--- src/rtl/dl_frame_packer.sv ---
// -----------------------------------------------------------------------------
// dl_frame_packer
//
// Sits between the delay-line capture register and the uart_tx byte serializer.
// Captured samples are buffered in a small FIFO. Each sample is sent as a framed
// byte stream so the MCU can resynchronise:
//   SYNC_BYTE, [seq], data byte 0 .. DATASIZE/8-1 (LSB first), XOR checksum
// The checksum covers the seq byte (when present) and the data bytes. It does
// not cover SYNC_BYTE. Bytes are paced by the uart_tx tx_dv/tx_done handshake.
//
// Optional feature macro: DL_FRAME_SEQ_EN
//   defined   -> an 8-bit frame sequence number follows SYNC_BYTE; it wraps
//                from 255 to 0 and is part of the checksum.
//   undefined -> no seq byte and no seq register.
//
// Ports
//   clk10m      in   10 MHz system clock; all state changes on its rising edge
//   rst_n       in   synchronous active-low reset
//   smp_valid   in   one-cycle strobe: smp_data holds a new sample
//   smp_data    in   captured delay-line word (DATASIZE bits)
//   tx_dv       out  one-cycle push of tx_byte to uart_tx
//   tx_byte     out  byte for uart_tx; holds its value until the next push
//   tx_done     in   uart_tx one-cycle pulse: byte finished (used only in WAIT)
//   busy        out  high while a frame is in flight
//   fifo_level  out  number of samples currently buffered
//   ovf         out  sticky flag: a sample was dropped because the FIFO was full
//   ovf_clr     in   clears ovf (a drop in the same cycle wins)
// -----------------------------------------------------------------------------
module dl_frame_packer #(
    parameter int         DATASIZE   = 64,
    parameter int         FIFO_DEPTH = 4,
    parameter logic [7:0] SYNC_BYTE  = 8'hA5
) (
    input  logic                          clk10m,
    input  logic                          rst_n,
    input  logic                          smp_valid,
    input  logic [DATASIZE-1:0]           smp_data,
    output logic                          tx_dv,
    output logic [7:0]                    tx_byte,
    input  logic                          tx_done,
    output logic                          busy,
    output logic [$clog2(FIFO_DEPTH):0]   fifo_level,
    output logic                          ovf,
    input  logic                          ovf_clr
);

    localparam int AW     = $clog2(FIFO_DEPTH);
    localparam int CW     = AW + 1;
    localparam int NBYTES = DATASIZE / 8;
`ifdef DL_FRAME_SEQ_EN
    localparam int SEQ_HDR = 1;
`else
    localparam int SEQ_HDR = 0;
`endif
    // Bytes per frame and the frame index of data byte 0.
    localparam int NB   = NBYTES + 2 + SEQ_HDR;
    localparam int DOFF = 1 + SEQ_HDR;
    localparam int IW   = $clog2(NB);

    typedef enum logic [1:0] {
        IDLE,
        SEND,
        WAIT
    } state_t;

    // Selects byte k of the sample; a constant-index loop keeps the select
    // within the word without any variable part-select.
    function automatic logic [7:0] data_byte(input logic [DATASIZE-1:0] w,
                                             input logic [IW-1:0]       k);
        logic [7:0] b;
        b = 8'h00;
        for (int i = 0; i < NBYTES; i++) begin
            if (k == IW'(i)) begin
                b = w[8*i +: 8];
            end
        end
        return b;
    endfunction

    state_t                state_q, state_d;
    logic [AW-1:0]         wr_ptr_q, wr_ptr_d;
    logic [AW-1:0]         rd_ptr_q, rd_ptr_d;
    logic [CW-1:0]         count_q, count_d;
    logic [DATASIZE-1:0]   mem_q [FIFO_DEPTH];
    logic [DATASIZE-1:0]   mem_d [FIFO_DEPTH];
    logic [DATASIZE-1:0]   shadow_q, shadow_d;
    logic [IW-1:0]         idx_q, idx_d;
    logic [7:0]            csum_q, csum_d;
    logic                  ovf_q, ovf_d;
    logic                  tx_dv_q, tx_dv_d;
    logic [7:0]            tx_byte_q, tx_byte_d;
`ifdef DL_FRAME_SEQ_EN
    logic [7:0]            seq_q, seq_d;
`endif

    logic                  full;
    logic                  pop;
    logic                  push;
    logic                  drop;
    logic [7:0]            cur_byte;
    logic                  is_payload;

    // FIFO bookkeeping. A pop in the same cycle frees a slot, so a full FIFO
    // can still accept a sample while the FSM is taking the head.
    always_comb begin
        full     = (count_q == CW'(FIFO_DEPTH));
        push     = smp_valid && (!full || pop);
        drop     = smp_valid && full && !pop;

        mem_d    = mem_q;
        wr_ptr_d = wr_ptr_q;
        rd_ptr_d = rd_ptr_q;
        count_d  = count_q;
        ovf_d    = ovf_q;

        if (push) begin
            mem_d[wr_ptr_q] = smp_data;
            wr_ptr_d        = wr_ptr_q + AW'(1);
        end
        if (pop) begin
            rd_ptr_d = rd_ptr_q + AW'(1);
        end
        if (push && !pop) begin
            count_d = count_q + CW'(1);
        end else if (!push && pop) begin
            count_d = count_q - CW'(1);
        end

        // Clear first so that a drop in the same cycle keeps the flag set.
        if (ovf_clr) begin
            ovf_d = 1'b0;
        end
        if (drop) begin
            ovf_d = 1'b1;
        end
    end

    // Byte at the current frame position and whether it feeds the checksum.
    always_comb begin
        cur_byte   = data_byte(shadow_q, idx_q - IW'(DOFF));
        is_payload = 1'b1;
        if (idx_q == '0) begin
            cur_byte   = SYNC_BYTE;
            is_payload = 1'b0;
        end else if (idx_q == IW'(NB - 1)) begin
            cur_byte   = csum_q;
            is_payload = 1'b0;
        end
`ifdef DL_FRAME_SEQ_EN
        else if (idx_q == IW'(1)) begin
            cur_byte = seq_q;
        end
`endif
    end

    // Frame FSM: IDLE pops a sample, SEND issues one byte, WAIT holds until
    // uart_tx reports the byte finished.
    always_comb begin
        state_d   = state_q;
        idx_d     = idx_q;
        csum_d    = csum_q;
        shadow_d  = shadow_q;
        tx_dv_d   = 1'b0;
        tx_byte_d = tx_byte_q;
        pop       = 1'b0;
`ifdef DL_FRAME_SEQ_EN
        seq_d     = seq_q;
`endif

        case (state_q)
            IDLE: begin
                if (count_q != '0) begin
                    pop      = 1'b1;
                    shadow_d = mem_q[rd_ptr_q];
                    idx_d    = '0;
                    csum_d   = 8'h00;
                    state_d  = SEND;
                end
            end
            SEND: begin
                tx_dv_d   = 1'b1;
                tx_byte_d = cur_byte;
                if (is_payload) begin
                    csum_d = csum_q ^ cur_byte;
                end
                state_d   = WAIT;
            end
            WAIT: begin
                if (tx_done) begin
                    if (idx_q == IW'(NB - 1)) begin
`ifdef DL_FRAME_SEQ_EN
                        seq_d = seq_q + 8'd1;
`endif
                        state_d = IDLE;
                    end else begin
                        idx_d   = idx_q + IW'(1);
                        state_d = SEND;
                    end
                end
            end
            default: begin
                state_d = IDLE;
            end
        endcase
    end

    // Control state and outputs; reset abandons any frame in flight.
    always_ff @(posedge clk10m) begin
        if (!rst_n) begin
            state_q   <= IDLE;
            wr_ptr_q  <= '0;
            rd_ptr_q  <= '0;
            count_q   <= '0;
            ovf_q     <= 1'b0;
            tx_dv_q   <= 1'b0;
            tx_byte_q <= 8'h00;
`ifdef DL_FRAME_SEQ_EN
            seq_q     <= 8'h00;
`endif
        end else begin
            state_q   <= state_d;
            wr_ptr_q  <= wr_ptr_d;
            rd_ptr_q  <= rd_ptr_d;
            count_q   <= count_d;
            ovf_q     <= ovf_d;
            tx_dv_q   <= tx_dv_d;
            tx_byte_q <= tx_byte_d;
`ifdef DL_FRAME_SEQ_EN
            seq_q     <= seq_d;
`endif
        end
    end

    // Datapath storage; always reloaded before use, so no reset needed.
    always_ff @(posedge clk10m) begin
        mem_q    <= mem_d;
        shadow_q <= shadow_d;
        idx_q    <= idx_d;
        csum_q   <= csum_d;
    end

    assign tx_dv      = tx_dv_q;
    assign tx_byte    = tx_byte_q;
    assign busy       = (state_q != IDLE);
    assign fifo_level = count_q;
    assign ovf        = ovf_q;

endmodule

--- config.mk ---
export PLATFORM = sky130hd
export DESIGN_NAME = dl_frame_packer
export DESIGN_NICKNAME = d
export VERILOG_FILES = /design/src/rtl/dl_frame_packer.sv
export SDC_FILE = /design/constraint.sdc
export NUM_CORES = 1
export LEC_CHECK = 0
export ABC_AREA = 1
export BUFFER_PORTS_ARGS = -buffer_cell sky130_fd_sc_hd__buf_2
export CORE_MARGIN = 4
export CORE_UTILIZATION = 65
export CTS_CLUSTER_SIZE = 25
export DETAILED_ROUTE_END_ITERATION = 7
export PLACE_DENSITY = 0.93
export SLEW_MARGIN = 25
export SYNTH_ARGS = -nofsm -noshare
export SYNTH_HDL_FRONTEND = slang
export SYNTH_SLANG_ARGS = --single-unit
export TNS_END_PERCENT = 30
--- constraint.sdc ---
create_clock -name clk10m -period 11.8 [get_ports clk10m]
set_clock_uncertainty 0.2 [all_clocks]
set_input_delay 1.18 -clock clk10m [delete_from_list [all_inputs] [get_ports clk10m]]
set_output_delay 1.18 -clock clk10m [all_outputs]
set_load 0.01 [all_outputs]
# Word level (Yosys, flattened, before mapping)
# Cells that the tools add are included.
[totals]
ff_bits = 351
latchBits = 0
ramBits = 0
rom_bits = 0
out_inout_bits = 14
n_memories = 0
[classes]
addsub = 6
n_mul = 0
div_mod_pow = 0
order_cmp = 3
eq_ne = 15
n_shift = 0
muxes = 36
bitwise = 3
n_reduce_logical = 23
[op_table]
columns = ["operator", "count"]
rows = [
  ["bitwise mux 256 bit", 1],
  ["2-to-1 mux 64 bit", 3],
  ["binary-select mux 64 bit (select 2 bit)", 1],
  ["demux 64 bit (select 2 bit)", 1],
  ["2-to-1 mux 8 bit", 12],
  ["equality test 4 x 3 -> 1 bit, second input constant", 4],
  ["case mux 8 bit (2 select lines)", 1],
  ["2-to-1 mux 4 bit", 3],
  ["nonzero test 2 bit", 5],
  ["equality test 4 x 2 -> 1 bit, second input constant", 2],
  ["logical NOT 4 bit", 2],
  ["2-to-1 mux 1 bit", 8],
  ["!= test 2 bit, second input constant", 4],
  ["case mux 4 bit (2 select lines)", 1],
  ["bitwise XOR 8 bit", 1],
  [">= comparator 3 bit, second input constant", 2],
  ["logical AND 1 bit", 6],
  ["2-to-1 mux 3 bit", 2],
  ["inverter 2 -> 3 bit", 2],
  ["case mux 2 bit (3 select lines)", 1],
  ["adder 2 x 1 -> 2 bit, second input constant", 2],
  ["adder 4 x 1 -> 4 bit, second input constant", 1],
  ["equality test 4 x 1 -> 1 bit, second input constant", 1],
  ["equality test 4 bit, second input constant", 1],
  ["15 further kinds", 19],
]

# Depth between registers and ports, before layout
[logic_depth]
word_depth = 15
mapped_depth = 19
mapped_depth_nobuf = 19

# Worst setup path after synthesis
# OpenSTA, ideal clock, no wires.
[synth_path]
path_kind = "register to register"
start = "register count_q[0], in the netlist fifo_level[0]"
end = "register count_q[1], in the netlist fifo_level[1]"
setup_time_ns = 0.120
arrival_ns = 5.160
required_ns = 11.480
path_slack_ns = 6.320
stages_incl_launch_ff = 9
synth_period_minus_slack_ns = 5.480
cell_sequence = "dfxtp_1 nor2_1 a21oi_1 inv_1 ha_1 inv_1 fa_1 o21ai_0 a21oi_1"
[synth_between]
elab_cells_between_ends = 16
classes_between = "add/sub: 2; eq/ne: 1; mux: 4; reduce/logical: 9"
[synth_rtl]
columns = ["element", "line_no", "source"]
rows = [
  ["from (decl)", "83", "logic [CW-1:0] count_q, count_d;"],
  ["from (signal assigned)", "224", "count_q <= count_d;"],
  ["nonzero test 3 bit (*)", "172", "if (count_q != '0) begin"],
  ["2-to-1 mux 1 bit (*)", "172", ""],
  ["2-to-1 mux 1 bit (*)", "170", "case (state_q)"],
  ["net pop", "97", "logic pop;"],
  ["logical OR 1 bit", "107", "push = smp_valid && (!full || pop);"],
  ["logical AND 1 bit", "107", ""],
  ["logical AND 1 bit (*)", "123", "if (push && !pop) begin"],
  ["2-to-1 mux 3 bit (*)", "123", ""],
  ["net count_d[1]", "83", ""],
]
# The timed path passes the listed nets; every way through them passes the cells marked *. The select of a mux whose other input is x is not followed.
# A chain may end at the register's enable or synchronous reset.

# Worst setup path after layout
[layout_path]
start = "register idx_q[0]"
end = "register csum_q[0], data pin"
[layout_between]
elab_chain_cells = 15
elab_cells_between_ends = 24
classes_between = "add/sub: 1; eq/ne: 8; mux: 12; bitwise: 1; reduce/logical: 2"
[layout_lines]
columns = ["element", "line_no", "source"]
rows = [
  ["from (decl)", "87", "logic [IW-1:0] idx_q, idx_d;"],
  ["from (signal assigned)", "238", "idx_q <= idx_d;"],
  ["subtractor 4 x 1 -> 4 bit", "140", "cur_byte = data_byte(shadow_q, idx_q - IW'(DOFF));"],
  ["logical NOT 4 bit", "73", "if (k == IW'(i)) begin"],
  ["2-to-1 mux 8 bit (8 in a row)", "73", ""],
  ["2-to-1 mux 8 bit", "145", "end else if (idx_q == IW'(NB - 1)) begin"],
  ["2-to-1 mux 8 bit (*)", "142", "if (idx_q == '0) begin"],
  ["bitwise XOR 8 bit (*)", "184", "csum_d = csum_q ^ cur_byte;"],
  ["2-to-1 mux 8 bit (*)", "183", "if (is_payload) begin"],
  ["case mux 8 bit (2 select lines) (*)", "170", ""],
  ["to (signal assigned)", "239", "csum_q <= csum_d;"],
  ["to (decl)", "88", "logic [7:0] csum_q, csum_d;"],
]
# Every way passes the cells marked *; elsewhere a longest branch is shown, timed or not. The select of a mux whose other input is x is not followed.

==> impl_results.md <==
- Final Cycle Share: 0.275
- Chip height: 154 um
- Vias per cell: 6.22
- CTS root buf: clkbuf_16
- Row count: 53
- Syn_area_per_cell: 12.7 sq um
- Detailed Place HPWL: 17000 um
- Drt total wl: 30600 um
- Critical path, cell by cell: inv_1 > ha_1 > inv_1 > nor2_1 > nand2_1 > nand3_1 > nand2_1 > nand4_1 > nand2_1 > nand2_1 > nand2_1 > nand3_1 > nand2_1 > inv_1 > nor2_1
- Global Route Usage Sum: 0.252
- Global Route met2 Usage: 0.413
- Tightest Pin Transition: 1.09 ns
- Compound-Gate Fraction of Synth Area: 0.0956
- Post-synthesis cell type count: 32
- Num CTS Buffers: 35
- Initial core utilization: 0.660
- Setup WS pre-CTS: 8.64 ns
- Worst path required time: 11.85 ns
- DRC: 0
- First DRT Iteration DRCs: 1042
- Max-Cap Viols: 0
- Post-DP Area: 14500 sq um
- Share of post-route cells with drive strength above 1: 0.141
- Slew margin rel.: 0.274
- Final core occ: 0.743
- Critical Path AT: 3.29 ns
- Synth warn: 0
- Leakage: 5.64 nW
- Vias in the first global route: 8951
- Largest net degree at the start of global routing: 103
- Adder-cell area share of the yosys netlist: 0.0105
- Startpoint types: flip-flop
- DRT Pass-1 Iters: 6
- Post-Route Setup TNS: 0 ns
- GPL Wtd Cong: 0.852
- CP dominant cell by count: nand2_1
- Clock latency on the worst-skew pair: 0.50 ns
- Final setup fails: 0
- Cts hold-fix bufs: 0
- Max incr delay on CP: 0.60 ns
- Hold slack final: 0.272 ns
- Xor-xnor portion of the synthesized cell area: 0.000633
- Final worst setup slack: 8.55 ns
- Postcts setup bufs: 0
- Vias: 9113
- Max Buffers Root-to-Sink: 3
- Fin crit period: 3.25 ns
- Type of the worst min-delay path: flip-flop to flip-flop
- Placed Cells: 1406
- First-pass GRT wire length: 47200 um
- Pwr per Cell Area: 255 nW/um^2
- Layout overhead on the synthesized area: 12.5%
- M3 GR Usage: 0.0442
- VDD IR-drop max: 0.000161 V
- Post-Synth Simple-Gate Area: 0.107
- Mapped Nets: 1172
- Mapped Area: 13800 sq um
- Grt total ovfl: 0
- Final hold vios: 0
- Max-slew violation count: 0
- Die Wd: 154 um
- Final total power: 3.97 mW
- Core ar.: 21000 sq um
- Design Area, Final: 15600 sq um
- RSZ-0062 raised after global routing: false
- #FFs+latches synth: 351
- Cell count after synthesis: 1092
- Initial antenna violation count: 0
- Post-synthesis sequential area ratio: 0.748
- Met1 Usage GRT: 0.345
- I/O pin cnt: 83
- Final Non-Filler Cells: 1466
- Final ANT Viol Nets: 0
- Buffers added on ports: 82
- Worst-path fanout max: 15
- Crit path kind: flip-flop to flip-flop
- Worst hold stages: 2
- Slowest CP cell: ha_1
- Max Clk Rate: 0.308 GHz
- FF-to-FF path depth: 15
- Die area: 23700 sq um
- Post-synthesis mux area share: 0
- H-tree levels: 2
- Sink Count: 351
- Critical path endpoint category: flip-flop
- Most Crowded Layer GR: met2
- Worst-path clk slew: 0.06 ns
- CTS-repair resized insts: 0
- Final nets: 1248
- CTS tree: built
- Routed length per instance: 20.9 um
- Largest family of logic cells by synthesized area: simple AND/OR/NAND/NOR gates
- Outcome: completed
kinds of logic (layout without fill, tap and decap cells):
logic type / count (synthesis) / in the layout
flip-flops: 351 / 351
AND/OR/NAND/NOR: 349 / 349
AO/OA/AOI/OAI: 243 / 243
buffers and inverters: 137 / 235
adder cells (fa/ha/maj): 11 / 11
XOR/XNOR: 1 / 1
other: 0 / 1
cells in the final DEF, fill, tap and decap left out:
cell type,count
nand2_1,108
or2_2,3
o21ai_1,3
o22ai_1,64
nand3b_1,4
xor2_1,1
a21oi_4,2
buf_2,82
clkbuf_16,37
fa_1,1
o21a_1,1
ha_1,10
inv_2,4
clkinv_2,7
bufinv_16,2
dfxtp_1,18
nand3_2,2
clkbuf_1,5
nor2_1,165
buf_4,9
clkinvlp_4,2
edfxtp_1,332
nand3_1,38
nor2_4,8
o31ai_2,1
diode_2,1
nand2_2,3
nand4_1,15
o21ai_0,153
o21ai_2,2
clkinv_1,9
a211oi_1,1
a21oi_1,16
nor2_2,3
inv_1,78
dfxtp_4,1
critical path, delay by kind of cell (launching register included):
kind          cells  cell delay, ns
flops             1            0.47
fa+ha+maj         1            0.60
simple gates     11            1.30
buf+inv           3            0.41
cell usage after synthesis:
| master | count | area share |
|---|---|---|
| inv_1 | 79 | 0.021 |
| nand2_2 | 3 | 0.0014 |
| buf_1 | 3 | 0.00081 |
| inv_2 | 4 | 0.0011 |
| a211oi_1 | 1 | 0.00054 |
| nand3_1 | 38 | 0.014 |
| nor2_4 | 4 | 0.0033 |
| o31ai_1 | 1 | 0.00054 |
| or2_2 | 3 | 0.0014 |
| nand4_1 | 15 | 0.0068 |
| buf_6 | 2 | 0.0016 |
| a21oi_4 | 1 | 0.0012 |
| o21ai_2 | 2 | 0.0013 |
| fa_1 | 1 | 0.0014 |
| a21oi_1 | 17 | 0.0061 |
| o21a_1 | 1 | 0.00054 |
| xor2_1 | 1 | 0.00063 |
| o21ai_1 | 3 | 0.0011 |
| o22ai_1 | 64 | 0.029 |
| clkinv_1 | 2 | 0.00054 |
| nor2_2 | 3 | 0.0014 |
| o21ai_0 | 153 | 0.055 |
| edfxtp_1 | 332 | 0.72 |
| nor2_1 | 169 | 0.046 |
| ha_1 | 10 | 0.0090 |
| buf_4 | 1 | 0.00054 |
| dfxtp_1 | 19 | 0.027 |
| clkbuf_1 | 44 | 0.012 |
| nand3_2 | 2 | 0.0014 |
| nand2_1 | 108 | 0.029 |
| buf_2 | 2 | 0.00072 |
| nand3b_1 | 4 | 0.0022 |
metal layers:
metal	share of wire	up-vias
met4	0.035	0
met1	0.37	4276
met3	0.10	107
met5	0	-
met2	0.49	669
li1	-	4061
registers in the layout (all words and copies together) (netlist names):
signal      flops
tx_dv           1
rd_ptr_q        2
ovf             1
state_q         2
csum_q          8
mem_q         256
shadow_q       64
wr_ptr_q        2
tx_byte         8
idx_q           4
fifo_level      3
final timing paths:
path / startpoint / end / slack, ns
min: ovf / ovf / 0.27
max: idx_q[0] / csum_q[0] / 8.55
max reg2reg: idx_q[0] / csum_q[0] / 8.55
min reg2reg: ovf / ovf / 0.27
power by group:
| group | switching, mW | total (mW) | internal, mW |
|---|---|---|---|
| logic | 0.809 | 1.10 | 0.296 |
| clock network | 0.438 | 1.05 | 0.612 |
| registers | 0.117 | 1.82 | 1.70 |
| total | 1.36 | 3.97 | 2.61 |
area by class of cell:
class                           instances  area (sq um)
Timing Repair Buffer                   91           478
Antenna cell                            1          2.50
Inverter                               85           320
Fill cell                            1219          5380
Sequential cell                       351         10400
Clock inverter                         17           131
Clock buffer                           42           945
Multi-Input combinational cell        604          3000
Tap cell                              275           344
No activity file was read; power rests on OpenSTA's default activity.
